## config.mk

```make
export PLATFORM = sky130hd
export DESIGN_NAME = toy_intr_ctrl
export DESIGN_NICKNAME = d
export VERILOG_FILES = /design/src/rtl/toy_intr_pkg.sv /design/src/rtl/toy_intr_ctrl_prio_enc.sv /design/src/rtl/toy_intr_ctrl.sv
export SDC_FILE = /design/constraint.sdc
export NUM_CORES = 1
export LEC_CHECK = 0
export BUFFER_PORTS_ARGS = -buffer_cell sky130_fd_sc_hd__buf_4
export CORE_AREA = 2 2 39 41
export DETAILED_ROUTE_END_ITERATION = 8
export DIE_AREA = 0 0 41 43
export GPL_ROUTABILITY_DRIVEN = 1
export MAX_ROUTING_LAYER = met4
export PLACE_DENSITY_LB_ADDON = 0.3
export SETUP_SLACK_MARGIN = 0.4
export SLEW_MARGIN = 20
export SYNTH_ARGS = -nofsm -noshare
export SYNTH_HDL_FRONTEND = slang
export SYNTH_SLANG_ARGS = --single-unit
```

## constraint.sdc

```tcl
create_clock -name clk -period 1.2 [get_ports clk]
set_input_delay 0.06 -clock clk [delete_from_list [all_inputs] [get_ports clk]]
set_output_delay 0.06 -clock clk [all_outputs]
set_load 0.02 [all_outputs]
```

## src/rtl/toy_intr_pkg.sv

```systemverilog
// Shared constants for the toy interrupt controller: cause codes, pending-bit
// positions and controller states.
package toy_intr_pkg;

    localparam logic [3:0] INTR_OP_SW    = 4'd3;
    localparam logic [3:0] INTR_OP_TIMER = 4'd7;
    localparam logic [3:0] INTR_OP_EXT   = 4'd11;
    localparam logic [3:0] INTR_OP_DEBUG = 4'd15;

    // Bit positions inside intr_pend = {debug, ext, timer, sw}
    localparam int PEND_SW    = 0;
    localparam int PEND_TIMER = 1;
    localparam int PEND_EXT   = 2;
    localparam int PEND_DEBUG = 3;
    localparam int NUM_SRC    = 4;

    typedef enum logic [1:0] {
        IDLE = 2'd0,
        REQ  = 2'd1,
        BUSY = 2'd2
    } intr_state_e;

endpackage

```

## src/rtl/toy_intr_ctrl_prio_enc.sv

```systemverilog
// Fixed-priority selector: debug > ext > sw > timer. Returns the cause code
// and a one-hot grant naming the pending bit to clear on acceptance.
module toy_intr_prio_enc
    import toy_intr_pkg::*;
#(
    parameter int OP_W = 4
) (
    input  logic [NUM_SRC-1:0] eligible,
    output logic               any,
    output logic [OP_W-1:0]    op,
    output logic [NUM_SRC-1:0] grant
);

    always_comb begin
        any   = |eligible;
        op    = '0;
        grant = '0;
        if (eligible[PEND_DEBUG]) begin
            op                = OP_W'(INTR_OP_DEBUG);
            grant[PEND_DEBUG] = 1'b1;
        end else if (eligible[PEND_EXT]) begin
            op              = OP_W'(INTR_OP_EXT);
            grant[PEND_EXT] = 1'b1;
        end else if (eligible[PEND_SW]) begin
            op             = OP_W'(INTR_OP_SW);
            grant[PEND_SW] = 1'b1;
        end else if (eligible[PEND_TIMER]) begin
            op                = OP_W'(INTR_OP_TIMER);
            grant[PEND_TIMER] = 1'b1;
        end
    end

endmodule

```

## src/rtl/toy_intr_ctrl.sv

```systemverilog
// Interrupt controller: latches sync pulses, masks with CSR enables and hands one
// cause at a time to the core. Timer source is present only with TOY_INTR_TIMER_EN.
module toy_intr_ctrl
    import toy_intr_pkg::*;
#(
    parameter int OP_W         = 4,
    parameter int BUSY_TIMEOUT = 0,
    parameter int TO_CNT_W     = 16
) (
    input  logic            clk,
    input  logic            rst_n,
    input  logic            intr_meip_sync,
    input  logic            intr_msip_sync,
    input  logic            intr_debug_sync,
`ifdef TOY_INTR_TIMER_EN
    input  logic            intr_mtip_sync,
`endif
    input  logic            csr_mstatus_mie,
    input  logic            csr_mie_meie,
    input  logic            csr_mie_msie,
`ifdef TOY_INTR_TIMER_EN
    input  logic            csr_mie_mtie,
`endif
    output logic            intr_vld,
    output logic [OP_W-1:0] intr_op,
    input  logic            intr_rdy,
    input  logic            intr_clr,
    output logic [3:0]      intr_pend,
    output logic            intr_timeout
);

    localparam bit                  TIMEOUT_EN = (BUSY_TIMEOUT > 0);
    localparam logic [TO_CNT_W-1:0] TO_LAST    = TO_CNT_W'(TIMEOUT_EN ? BUSY_TIMEOUT - 1 : 0);

    intr_state_e          state_reg, state_next;
    logic [NUM_SRC-1:0]   pend_reg, pend_next;
    logic [NUM_SRC-1:0]   grant_reg;
    logic [OP_W-1:0]      op_reg;
    logic [TO_CNT_W-1:0]  cnt_reg;
    logic                 timeout_reg, timeout_fire;
    logic [NUM_SRC-1:0]   pulse, eligible, enc_grant;
    logic [OP_W-1:0]      enc_op;
    logic                 enc_any, handshake, timer_en;

    assign pulse[PEND_SW]    = intr_msip_sync;
    assign pulse[PEND_EXT]   = intr_meip_sync;
    assign pulse[PEND_DEBUG] = intr_debug_sync;
`ifdef TOY_INTR_TIMER_EN
    assign pulse[PEND_TIMER] = intr_mtip_sync;
    assign timer_en          = csr_mie_mtie;
`else
    assign pulse[PEND_TIMER] = 1'b0;
    assign timer_en          = 1'b0;
`endif

    // Debug ignores the global enable; machine-level sources need mie plus their own enable.
    assign eligible[PEND_DEBUG] = pend_reg[PEND_DEBUG];
    assign eligible[PEND_EXT]   = pend_reg[PEND_EXT]   & csr_mstatus_mie & csr_mie_meie;
    assign eligible[PEND_SW]    = pend_reg[PEND_SW]    & csr_mstatus_mie & csr_mie_msie;
    assign eligible[PEND_TIMER] = pend_reg[PEND_TIMER] & csr_mstatus_mie & timer_en;

    toy_intr_prio_enc #(.OP_W(OP_W)) u_prio_enc (
        .eligible (eligible),
        .any      (enc_any),
        .op       (enc_op),
        .grant    (enc_grant)
    );

    assign handshake = intr_vld & intr_rdy;
    // OR-ing the new pulse after the clear lets a same-cycle edge re-pend the source.
    assign pend_next = (pend_reg & ~(handshake ? grant_reg : '0)) | pulse;

    always_ff @(posedge clk or negedge rst_n) begin
        if (!rst_n) state_reg <= IDLE;
        else        state_reg <= state_next;
    end

    always_comb begin
        state_next   = state_reg;
        timeout_fire = 1'b0;
        case (state_reg)
            IDLE: if (enc_any) state_next = REQ;
            REQ:  if (intr_rdy) state_next = BUSY;
            BUSY: begin
                if (intr_clr) begin
                    state_next = IDLE;
                end else if (TIMEOUT_EN && cnt_reg == TO_LAST) begin
                    state_next   = IDLE;
                    timeout_fire = 1'b1;
                end
            end
            default: state_next = IDLE;
        endcase
    end

    always_comb begin
        intr_vld = (state_reg == REQ);
    end

    always_ff @(posedge clk or negedge rst_n) begin
        if (!rst_n) begin
            pend_reg    <= '0;
            grant_reg   <= '0;
            op_reg      <= '0;
            cnt_reg     <= '0;
            timeout_reg <= 1'b0;
        end else begin
            pend_reg    <= pend_next;
            timeout_reg <= timeout_fire;
            if (state_reg == IDLE && enc_any) begin
                op_reg    <= enc_op;
                grant_reg <= enc_grant;
            end
            // Held at zero outside BUSY so every BUSY stay starts counting from 0.
            if (state_reg == BUSY) cnt_reg <= cnt_reg + 1'b1;
            else                   cnt_reg <= '0;
        end
    end

    assign intr_op      = op_reg;
    assign intr_pend    = pend_reg;
    assign intr_timeout = timeout_reg;

endmodule

```

# After elaboration in Yosys (flattened, before gate mapping)
# Index checks and enable logic that the tools add are counted.
# totals
register_bits	14
inputBits	10
output_inout_bits	10
elab_cells	34
# classes
eq_ne	5
n_mux	13
n_bitwise	8
n_reduce_logical	4
# op_table
op	n
2-to-1 mux 4 bit	3
2-to-1 mux 2 bit	4
case mux 2 bit (3 select lines)	1
bitwise AND 1 bit	5
bitwise AND 4 bit	1
2-to-1 mux 1 bit	4
!= test 2 bit, second input constant	2
inverter 4 bit	1
bitwise OR 4 bit	1
2-to-1 mux 3 bit	1
AND reduction 3 bit	1
OR reduction 3 bit	1
== test 2 x 1 -> 1 bit, second input constant	1
== test 2 bit, second input constant	1
logical NOT 2 bit	1
!= test 2 x 1 -> 1 bit, second input constant	1
logical AND 1 bit	1

# Depth between registers and ports, before layout
# Gate-level depths: netlist (run 1).
# logic_depth
ltp_word	6
ltp_mapped	3
mapped_depth_nobuf	3

# Cells and area by module
# Synthesis (run 1) repeated with hierarchy kept, for this count alone.
# hier_totals
hier_cells	57
hier_area_um2	656.9
# by_module_without_submodules
module	instances	cells_per_inst	area_per_inst_um2	seq_area_each_um2
toy_intr_ctrl	1	45	586.8	350.3
toy_intr_prio_enc	1	12	70.1	0.0

# Least setup slack after synthesis (run 1)
# Ideal clock, no wire load.
# synth_path
path_type	register to register
startpoint	register pend_reg[0] (netlist: intr_pend[0])
endpoint	register op_reg[1] (netlist: intr_op[1])
setup_ns	0.118
arrival_ns	1.051
required_ns	1.082
path_slack_ns	0.031
stages_incl_launch_ff	4
path_buffers	0
path_cell_list	dfrtp_1 -> a22o_1 -> a21o_1 -> a21o_1
# synth_between
elab_chain_len	5
# synth_lines
element	line	text
start, declared	toy_intr_ctrl.sv:36	logic [NUM_SRC-1:0] pend_reg, pend_next;
start signal, assigned	toy_intr_ctrl.sv:108	pend_reg <= pend_next;
bitwise AND 1 bit * (2 in series)	toy_intr_ctrl.sv:59	assign eligible[PEND_SW] = pend_reg[PEND_SW] & csr_mstatus_mie & csr_mie_msie;
2-to-1 mux 2 bit	toy_intr_ctrl_prio_enc.sv:24	end else if (eligible[PEND_SW]) begin
2-to-1 mux 4 bit	toy_intr_ctrl_prio_enc.sv:21	end else if (eligible[PEND_EXT]) begin
2-to-1 mux 4 bit	toy_intr_ctrl_prio_enc.sv:18	if (eligible[PEND_DEBUG]) begin
end signal, assigned	toy_intr_ctrl.sv:111	op_reg <= enc_op;
end, declared	toy_intr_ctrl.sv:38	logic [OP_W-1:0] op_reg;
# Every way passes the cells marked *; elsewhere a longest branch is shown, timed or not.
# A chain may end at the register's enable or synchronous reset.

# Worst setup path in the final report (run 1)
# layout_path
startpoint	register pend_reg[0] (netlist: intr_pend[0])
endpoint	register state_reg[0]
# layout_between
elab_chain_len	5
# layout_lines
element	line	text
bitwise AND 1 bit (2 in series)	toy_intr_ctrl.sv:59	
OR reduction 3 bit	toy_intr_ctrl_prio_enc.sv:15	any = |eligible;
!= test 2 bit (no source line)	--	
AND reduction 3 bit (no source line)	--	
end signal, assigned	toy_intr_ctrl.sv:75	else state_reg <= state_next;
end, declared	toy_intr_ctrl.sv:35	intr_state_e state_reg, state_next;
# No other way between the ends.

==> impl_metrics.tcl, run 1 <==
set metrics [dict create \
    drt_iter0_drc 2 \
    min_period_ns 1.134 \
    antenna_found_initial 0 \
    grt_pass1_wl_mm 1.856 \
    diodes 0 \
    clkSinkCount 10 \
    root_buffer "clkbuf_4" \
    path_max_fanout 3 \
    finalSetupTns_ns 0 \
    worstSetupPathType "reg2reg" \
    dp.cells 74 \
    fin_skew_ns 0.002894 \
    nets 87 \
    slew_violations 0 \
    rows 14 \
    overflow 0 \
    antenna_left 0 \
    grt_max_degree 11 \
    dieHeight_um 43 \
    clk_path_buf_depth 2 \
    grt_usage_pct 16.32 \
    status "finished clean" \
    hold_class "in2reg" \
    cp_top_family "compound AO/OA/AOI/OAI gates" \
    setup_viol 0 \
    numCtsBuffers 3 \
    whs_path_depth 3 \
    async_flop_share_pct 100.0 \
    ios 20 \
    critPathCaptureType "flip-flop" \
    ys_top_cells_by_area "dfrtp_1 53%, a21o_1 9.5%, buf_4 7.9%" \
    vias 434 \
    hpwlAfterDp_um 747.3 \
    cp.depth 3 \
    slowest_delay_ns 0.41 \
    whs_ns 0.07266 \
    synth_cells 44 \
    crit_chain "a22o_1 -> a21o_1 -> o21a_1" \
    coreArea_um2 1384 \
    worst-path-buf-inv 0 \
    grt_pass1_vias 436 \
    dr.pass1.iters 4 \
    die-area_um2 1763 \
    irDropWorstVdd_v 0.001194 \
    power_density_nw_per_um2 2068 \
    synth_top_area_share_pct 52.91 \
    placed_area_um2 599.3 \
    cts.clk_slew.worst_paths_ns 0.07 \
    start_util_pct 34.18 \
    gp_congestion 0.7661 \
    yosysMostFrequentCell "dfrtp_1" \
    htree_levels 1 \
    drt-total-wl_mm 1.101 \
    routedWlPerCell_um 11.97 \
    synth_seq_cells 10 \
    final_cell_area_um2 830.8 \
    max_freq_mhz 881.5 \
    synth_cell_types 21 \
    drive_above_1_share_pct 57.89 \
    fin_cells 92 \
    rsz0062_at_grt "true" \
    start_kind "flip-flop" \
    portBuffers 17 \
    period_share_pct 94.53 \
    viasPerCell 4.717 \
    r2r_cells 3 \
    cp.arrival_ns 1.29 \
    slowest_stage "dfrtp_2" \
    synth_edf_count 0 \
    drc 0 \
    hold_viol 0 \
    die_w_um 41 \
    insertion_delay_ns 0.26 \
    syn_area_per_cell_um2 10.75 \
    cap_violations 0 \
    crit_required_ns 1.36 \
    p_leak_nw 0.3718 \
    areaGrowthSynthToFinish_pct 75.66 \
    yosysTopAreaCell "dfrtp_1" \
    synth_common_cells "10 x dfrtp_1, 6 x a21o_1, 5 x buf_4" \
    cts_tree "yes" \
    netlist_area_um2 473.0 \
    ys.warnings.count 0 \
    synth-seq-area-share_pct 52.91 \
    synth_ff_type "dfrtp_1" \
]
==> what timing repair did <==
item                                   in CTS  in global routing
setup endpoints to repair                  18                 18
hold buffers                                4                  0
endpoints found under the hold margin      13                  0
resized for setup                          12                 10
pin swaps                                   3                  9
buffers inserted                            7                  3
==> placed cells by master (no fill, tap or decap), types with 2 or more instances in the layout <==
cell type      count
conb_1             2
clkbuf_4           3
buf_6             11
dlygate4sd3_1      4
nand2_1            2
a22o_1             2
inv_1              2
dfrtp_2            5
dfrtp_1            5
buf_4             17
a21o_1             6
==> layout make-up <==
cell class	instances	area, um^2
timing repair buffer	32	291.5
inverter	2	7.507
sequential	10	256.5
tap	16	20.02
clock buffer	4	36.28
fill	131	553.0
multi-input combinational	28	219.0
==> cells by family after synthesis <==
kind of cell           after synthesis  synth area share [%]
AOI/OAI and AO/OA                   13                 19.31
buffers and inverters                7                 9.525
DFF                                 10                 52.91
muxes                                1                 2.116
other                                1                0.7929
and+or+nand+nor                     12                 15.35
==> power breakdown <==
part	switching, mW	internal, mW
sequential	0.111	0.444
combinational	0.356	0.502
clock	0.120	0.184
total	0.587	1.13
==> metal layers <==
layer	GRT usage (%)	part of all wire [%]	wire length, um
met1	21.02	44	483
met2	22.81	49	544
met3	4.712	6.6	73
met4	8.000	0	0
met5	-	0	0
==> path summary, 6_finish.rpt <==
path                                        startpoint                  endpoint  slack, ns
min in group asynchronous                        rst_n  state_reg[1]$_DFFE_PN0P_       0.15
worst max register to register  intr_pend[0]$_DFF_PN0_  state_reg[0]$_DFFE_PN0P_       0.07
worst min-delay path                          intr_rdy  state_reg[0]$_DFFE_PN0P_       0.07
worst min register to register  intr_op[3]$_DFFE_PN0P_    intr_op[3]$_DFFE_PN0P_       0.52
worst max-delay path            intr_pend[0]$_DFF_PN0_  state_reg[0]$_DFFE_PN0P_       0.07
max in group asynchronous                        rst_n    intr_pend[3]$_DFF_PN0_       0.89
==> stage by stage <==
step	setup WS, ns	power (mW)	utilization (%)
global placement	0.06945	1.046	43.31
floorplan	0.06271	0.8730	-
global route	0.03105	1.824	60.04
detailed placement	0.06118	1.055	43.31
CTS	0.05843	1.558	55.61
finish	0.06559	1.718	60.04
==> worst register-to-register path, stage by stage (launching register included) <==
cell	delay (ns)
dfrtp_2	0.41
a22o_1	0.22
a21o_1	0.22
o21a_1	0.18
Note: power is estimated with default switching activity, not from simulation.
==> inputs of run 2 (changes only) <==
Settings changed: PLACE_DENSITY set to 0.61, PLACE_DENSITY_LB_ADDON 0.3 to not set.
==> run 2 against run 1 <==
  * Register-to-register slack is essentially flat
  * Clock power grew 2%
  * Count of clock-buffer cells in the layout did not move
  * Highest routed layer is now met4
  * Critical path depth did not move
  * Non-clock buffer count rose by 1
  * Critical endpoint is now intr_vld
  * Critical path type is now reg2out
  * Utilization grew 1.8 points
  * First-iteration DRC count rose by 50%
==> impl_metrics.tcl, run 2 (synthesis results as in run 1) <==
set metrics [dict create \
    htree_levels 1 \
    die_w_um 41 \
    dieHeight_um 43 \
    final_cell_mix "16 x buf_4, 13 x buf_6, 6 x a21o_1, 6 x dfrtp_1" \
    dr_wl_met2_um 623 \
    start_kind "flip-flop" \
    ios 20 \
    layout_commonest_cell "buf_4" \
    highest_layer "met4" \
    period_share_pct 94.62 \
    power_density_nw_per_um2 2044 \
    fin_ws_ns 0.06457 \
    crit_required_ns 1.14 \
    viasPerCell 4.806 \
    finalSetupTns_ns 0 \
    hold_viol 0 \
    post-place-ws_ns 0.06832 \
    portBuffers 17 \
    grt_usage_pct 17.30 \
    cts.clk_slew.worst_paths_ns 0.07 \
    irDropWorstVdd_v 0.001363 \
    r2r_cells 4 \
    cts_tree "yes" \
    reg2reg_slack_ns 0.08 \
    r2r-start "state_reg[0]$_DFFE_PN0P_" \
    routedWlPerCell_um 12.67 \
    rsz0062_at_grt "true" \
    nets 88 \
    regToRegEndpoint "intr_op[3]$_DFFE_PN0P_" \
    fin_skew_ns 0.01161 \
    hpwlAfterDp_um 724.2 \
    diodes 0 \
    cp.arrival_ns 1.08 \
    critPathCaptureType "output pin" \
    dr_wl_met3_um 74 \
    drt-total-wl_mm 1.178 \
    clk_path_buf_depth 2 \
    start_util_pct 34.18 \
    status "finished clean" \
    startpoint "state_reg[0]$_DFFE_PN0P_" \
    antenna_left 0 \
    grt_max_degree 11 \
    slew_violations 0 \
    p_leak_nw 0.3806 \
    coreArea_um2 1384 \
    path_max_fanout 4 \
    grt_pass1_vias 452 \
    min_period_ns 1.135 \
    die-area_um2 1763 \
    antenna_found_initial 0 \
    max_freq_mhz 880.7 \
    insertion_delay_ns 0.28 \
    drc 0 \
    numCtsBuffers 3 \
    setup_viol 0 \
    drt_iter0_drc 3 \
    met1_length_um 433 \
    areaGrowthSynthToFinish_pct 80.95 \
    cp-endpoint "intr_vld" \
    cap_violations 0 \
    gp_congestion 0.7662 \
    overflow 0 \
    rows 14 \
    vias 447 \
    power_mw 1.749 \
    fillers 123 \
    clkSinkCount 10 \
    root_buffer "clkbuf_4" \
    dr.pass1.iters 2 \
    drive_above_1_share_pct 57.14 \
    grt_pass1_wl_mm 1.835 \
    worstSetupPathType "reg2out" \
    hold_class "in2reg" \
]
==> run 2: what timing repair did <==
item / in CTS / in global routing
buffers inserted: 11 / 0
hold buffers: 4 / 0
hold endpoints to repair: 13 / 0
pin swaps: 6 / 2
gates resized for setup: 21 / 3
setup endpoints to repair: 18 / 18
==> run 2: cell type report <==
cell class	instances	area (um^2)	area share (%)
sequential	10	255.2	29.82
multi-input combinational	28	230.2	26.90
timing repair buffer	33	306.5	35.82
inverter	2	7.507	0.8772
tap	16	20.02	2.339
clock buffer	4	36.28	4.240
==> run 2: how the worst min path moves through the flow <==
stage                                    end  slack (ns)     start  cells after the start
detailed placement    intr_op[1]$_DFFE_PN0P_       -0.10     rst_n                      1
floorplan           grant_reg[0]$_DFFE_PN0P_       -0.24     rst_n                      0
CTS                 state_reg[0]$_DFFE_PN0P_        0.04  intr_rdy                      3
global route        state_reg[0]$_DFFE_PN0P_        0.05  intr_rdy                      3
finish              state_reg[0]$_DFFE_PN0P_        0.05  intr_rdy                      3
global placement      intr_op[1]$_DFFE_PN0P_       -0.11     rst_n                      1
==> run 2: per-stage QoR <==
| step | util [%] | hold slack (ns) | instance area (um^2) | cells |
|---|---|---|---|---|
| global placement | 43.31 | -0.1052 | 599.3 | 74 |
| floorplan | - | -0.2356 | 481.7 | 45 |
| finish | 61.84 | 0.05389 | 855.8 | 93 |
| CTS | 60.94 | 0.03660 | 843.3 | 93 |
| global route | 61.84 | 0.05231 | 855.8 | 93 |
| detailed placement | 43.31 | -0.1015 | 599.3 | 74 |
==> run 2: report_power, final <==
group	internal (mW)	switching, mW	leakage, nW	total, mW
clock	0.185	0.125	0.0210	0.309
combinational	0.521	0.364	0.255	0.885
sequential	0.441	0.114	0.105	0.555
total	1.15	0.603	0.381	1.75
==> run 2: per-layer routing <==
metal / vias to the layer above / GRT usage, %
li1: 217 / -
met1: 210 / 18.09
met2: 15 / 25.31
met3: 5 / 5.236
met4: 0 / 14.00
met5: - / -
==> run 2: worst max-delay path, cell delays in order, from the launching register on <==
cell,delay (ns)
dfrtp_1,0.43
buf_6,0.14
nor2b_4,0.11
buf_6,0.12
==> inputs of run 3 (changes only) <==
Settings changed: REMOVE_ABC_BUFFERS set to 1.
==> run 3 against run 2 <==
  * Setup slack got worse by 0.0013 ns
  * Sequential share of layout area grew 1.6 points
  * Routed wire length is 0.68% higher
  * Die area unchanged
  * Design area fell by 5.7%
==> impl_metrics.tcl, run 3 (synthesis results as in run 1) <==
set metrics [dict create \
    status "finished clean" \
    worst-path-buf-inv 2 \
    drt_iter0_drc 0 \
    critPathCaptureType "output pin" \
    grt_max_degree 11 \
    routedWlPerCell_um 13.18 \
    period_share_pct 94.73 \
    antenna_left 0 \
    min_period_ns 1.137 \
    slowest_stage "dfrtp_2" \
    cts.clk_slew.worst_paths_ns 0.07 \
    start_kind "flip-flop" \
    coreArea_um2 1384 \
    drive_above_1_share_pct 52.70 \
    rsz0062_at_grt "true" \
    start_util_pct 34.18 \
    drt-total-wl_mm 1.186 \
    grt_pass1_wl_mm 1.676 \
    clk_path_buf_depth 2 \
    whs_path_depth 3 \
    cap_violations 0 \
    reg2reg_slack_ns 0.07 \
    power_density_nw_per_um2 1969 \
    setup_viol 0 \
    min_to "state_reg[0]$_DFFE_PN0P_" \
    hold_class "in2reg" \
    crit_required_ns 1.14 \
    layout_commonest_cell "buf_4" \
    worstSetupPathType "reg2out" \
    hpwlAfterDp_um 741.6 \
    grt_usage_pct 14.95 \
    insertion_delay_ns 0.26 \
    r2r-start "intr_pend[0]$_DFF_PN0_" \
    p_leak_nw 0.3626 \
    numCtsBuffers 3 \
    fin_skew_ns 0.001432 \
    gp_congestion 0.7225 \
    die-area_um2 1763 \
    clkSinkCount 10 \
    drc 0 \
    power_mw 1.589 \
    path_max_fanout 5 \
    diodes 0 \
    cp.depth 3 \
    dp.cells 74 \
    overflow 0 \
    max_freq_mhz 879.7 \
    whs_ns 0.06714 \
    cpMostUsedCell "buf_6" \
    slew_violations 0 \
    nets 85 \
    finalSetupTns_ns 0 \
    vias 428 \
    fin_cells 90 \
    htree_levels 1 \
    regToRegEndpoint "state_reg[0]$_DFFE_PN0P_" \
    ios 20 \
    hold_viol 0 \
    slowest_delay_ns 0.45 \
    viasPerCell 4.756 \
    die_w_um 41 \
    r2r_cells 3 \
    final_cell_mix "14 x buf_4, 12 x buf_6, 7 x dfrtp_1" \
    rows 14 \
    dr.pass1.iters 1 \
    root_buffer "clkbuf_4" \
    irDropWorstVdd_v 0.001045 \
    grt_pass1_vias 397 \
    antenna_found_initial 0 \
    cts_tree "yes" \
    cp_top_family "flip-flops" \
    dieHeight_um 43 \
    cp.arrival_ns 1.08 \
    crit_chain "buf_6 -> nor2b_4 -> buf_6" \
    hold_start "intr_rdy" \
    areaGrowthSynthToFinish_pct 70.63 \
    portBuffers 17 \
]
[run 3: worst min-delay path: cells and delay by family]
family	cells	cell delay, ns
compound gates	2	0.15
buf+inv	1	0.08
[run 3: worst max path at each step]
| stage | slack (ns) | end | startpoint |
|---|---|---|---|
| CTS | 0.04 | intr_vld | state_reg[0]$_DFFE_PN0P_ |
| global route | 0.02 | intr_vld | state_reg[0]$_DFFE_PN0P_ |
| global placement | 0.06 | intr_op[1]$_DFFE_PN0P_ | intr_pend[0]$_DFF_PN0_ |
| finish | 0.06 | intr_vld | state_reg[0]$_DFFE_PN0P_ |
| detailed placement | 0.05 | intr_op[1]$_DFFE_PN0P_ | intr_pend[0]$_DFF_PN0_ |
| floorplan | 0.03 | intr_op[1]$_DFFE_PN0P_ | intr_pend[0]$_DFF_PN0_ |
[run 3: layout make-up]
class                      instances  area [um^2]
tap                               16        20.02
inverter                           2        7.507
clock buffer                       4        36.28
fill                             113        576.8
sequential                        10        254.0
timing repair buffer              30        280.3
multi-input combinational         28        209.0
[run 3: per-stage QoR]
step | utilization (%) | setup slack [ns] | cell area (um^2)
floorplan | - | 0.03039 | 439.2
global placement | 42.95 | 0.06389 | 594.3
detailed placement | 42.95 | 0.05430 | 594.3
CTS | 55.52 | 0.04195 | 768.2
global route | 58.32 | 0.02360 | 807.0
finish | 58.32 | 0.06326 | 807.0
[run 3: where the power goes]
part           switching (mW)  internal, mW
clock                   0.115         0.184
sequential              0.124         0.443
combinational           0.306         0.418
[run 3: repair_timing]
item	4_1_cts	5_1_grt
setup buffers	7	1
endpoints found under the setup margin	18	18
resized for setup	13	8
cloned	0	0
endpoints found under the hold margin	13	0
hold buffers	4	0
pin swaps	10	7
[run 3: layer usage]
| layer | wire [um] | track usage (%) | share of wire (%) |
|---|---|---|---|
| met2 | 622 | 23.75 | 52 |
| met4 | 14 | 6.000 | 1.2 |
| met3 | 57 | 4.712 | 4.8 |
| met5 | 0 | - | 0 |
| met1 | 491 | 16.56 | 41 |
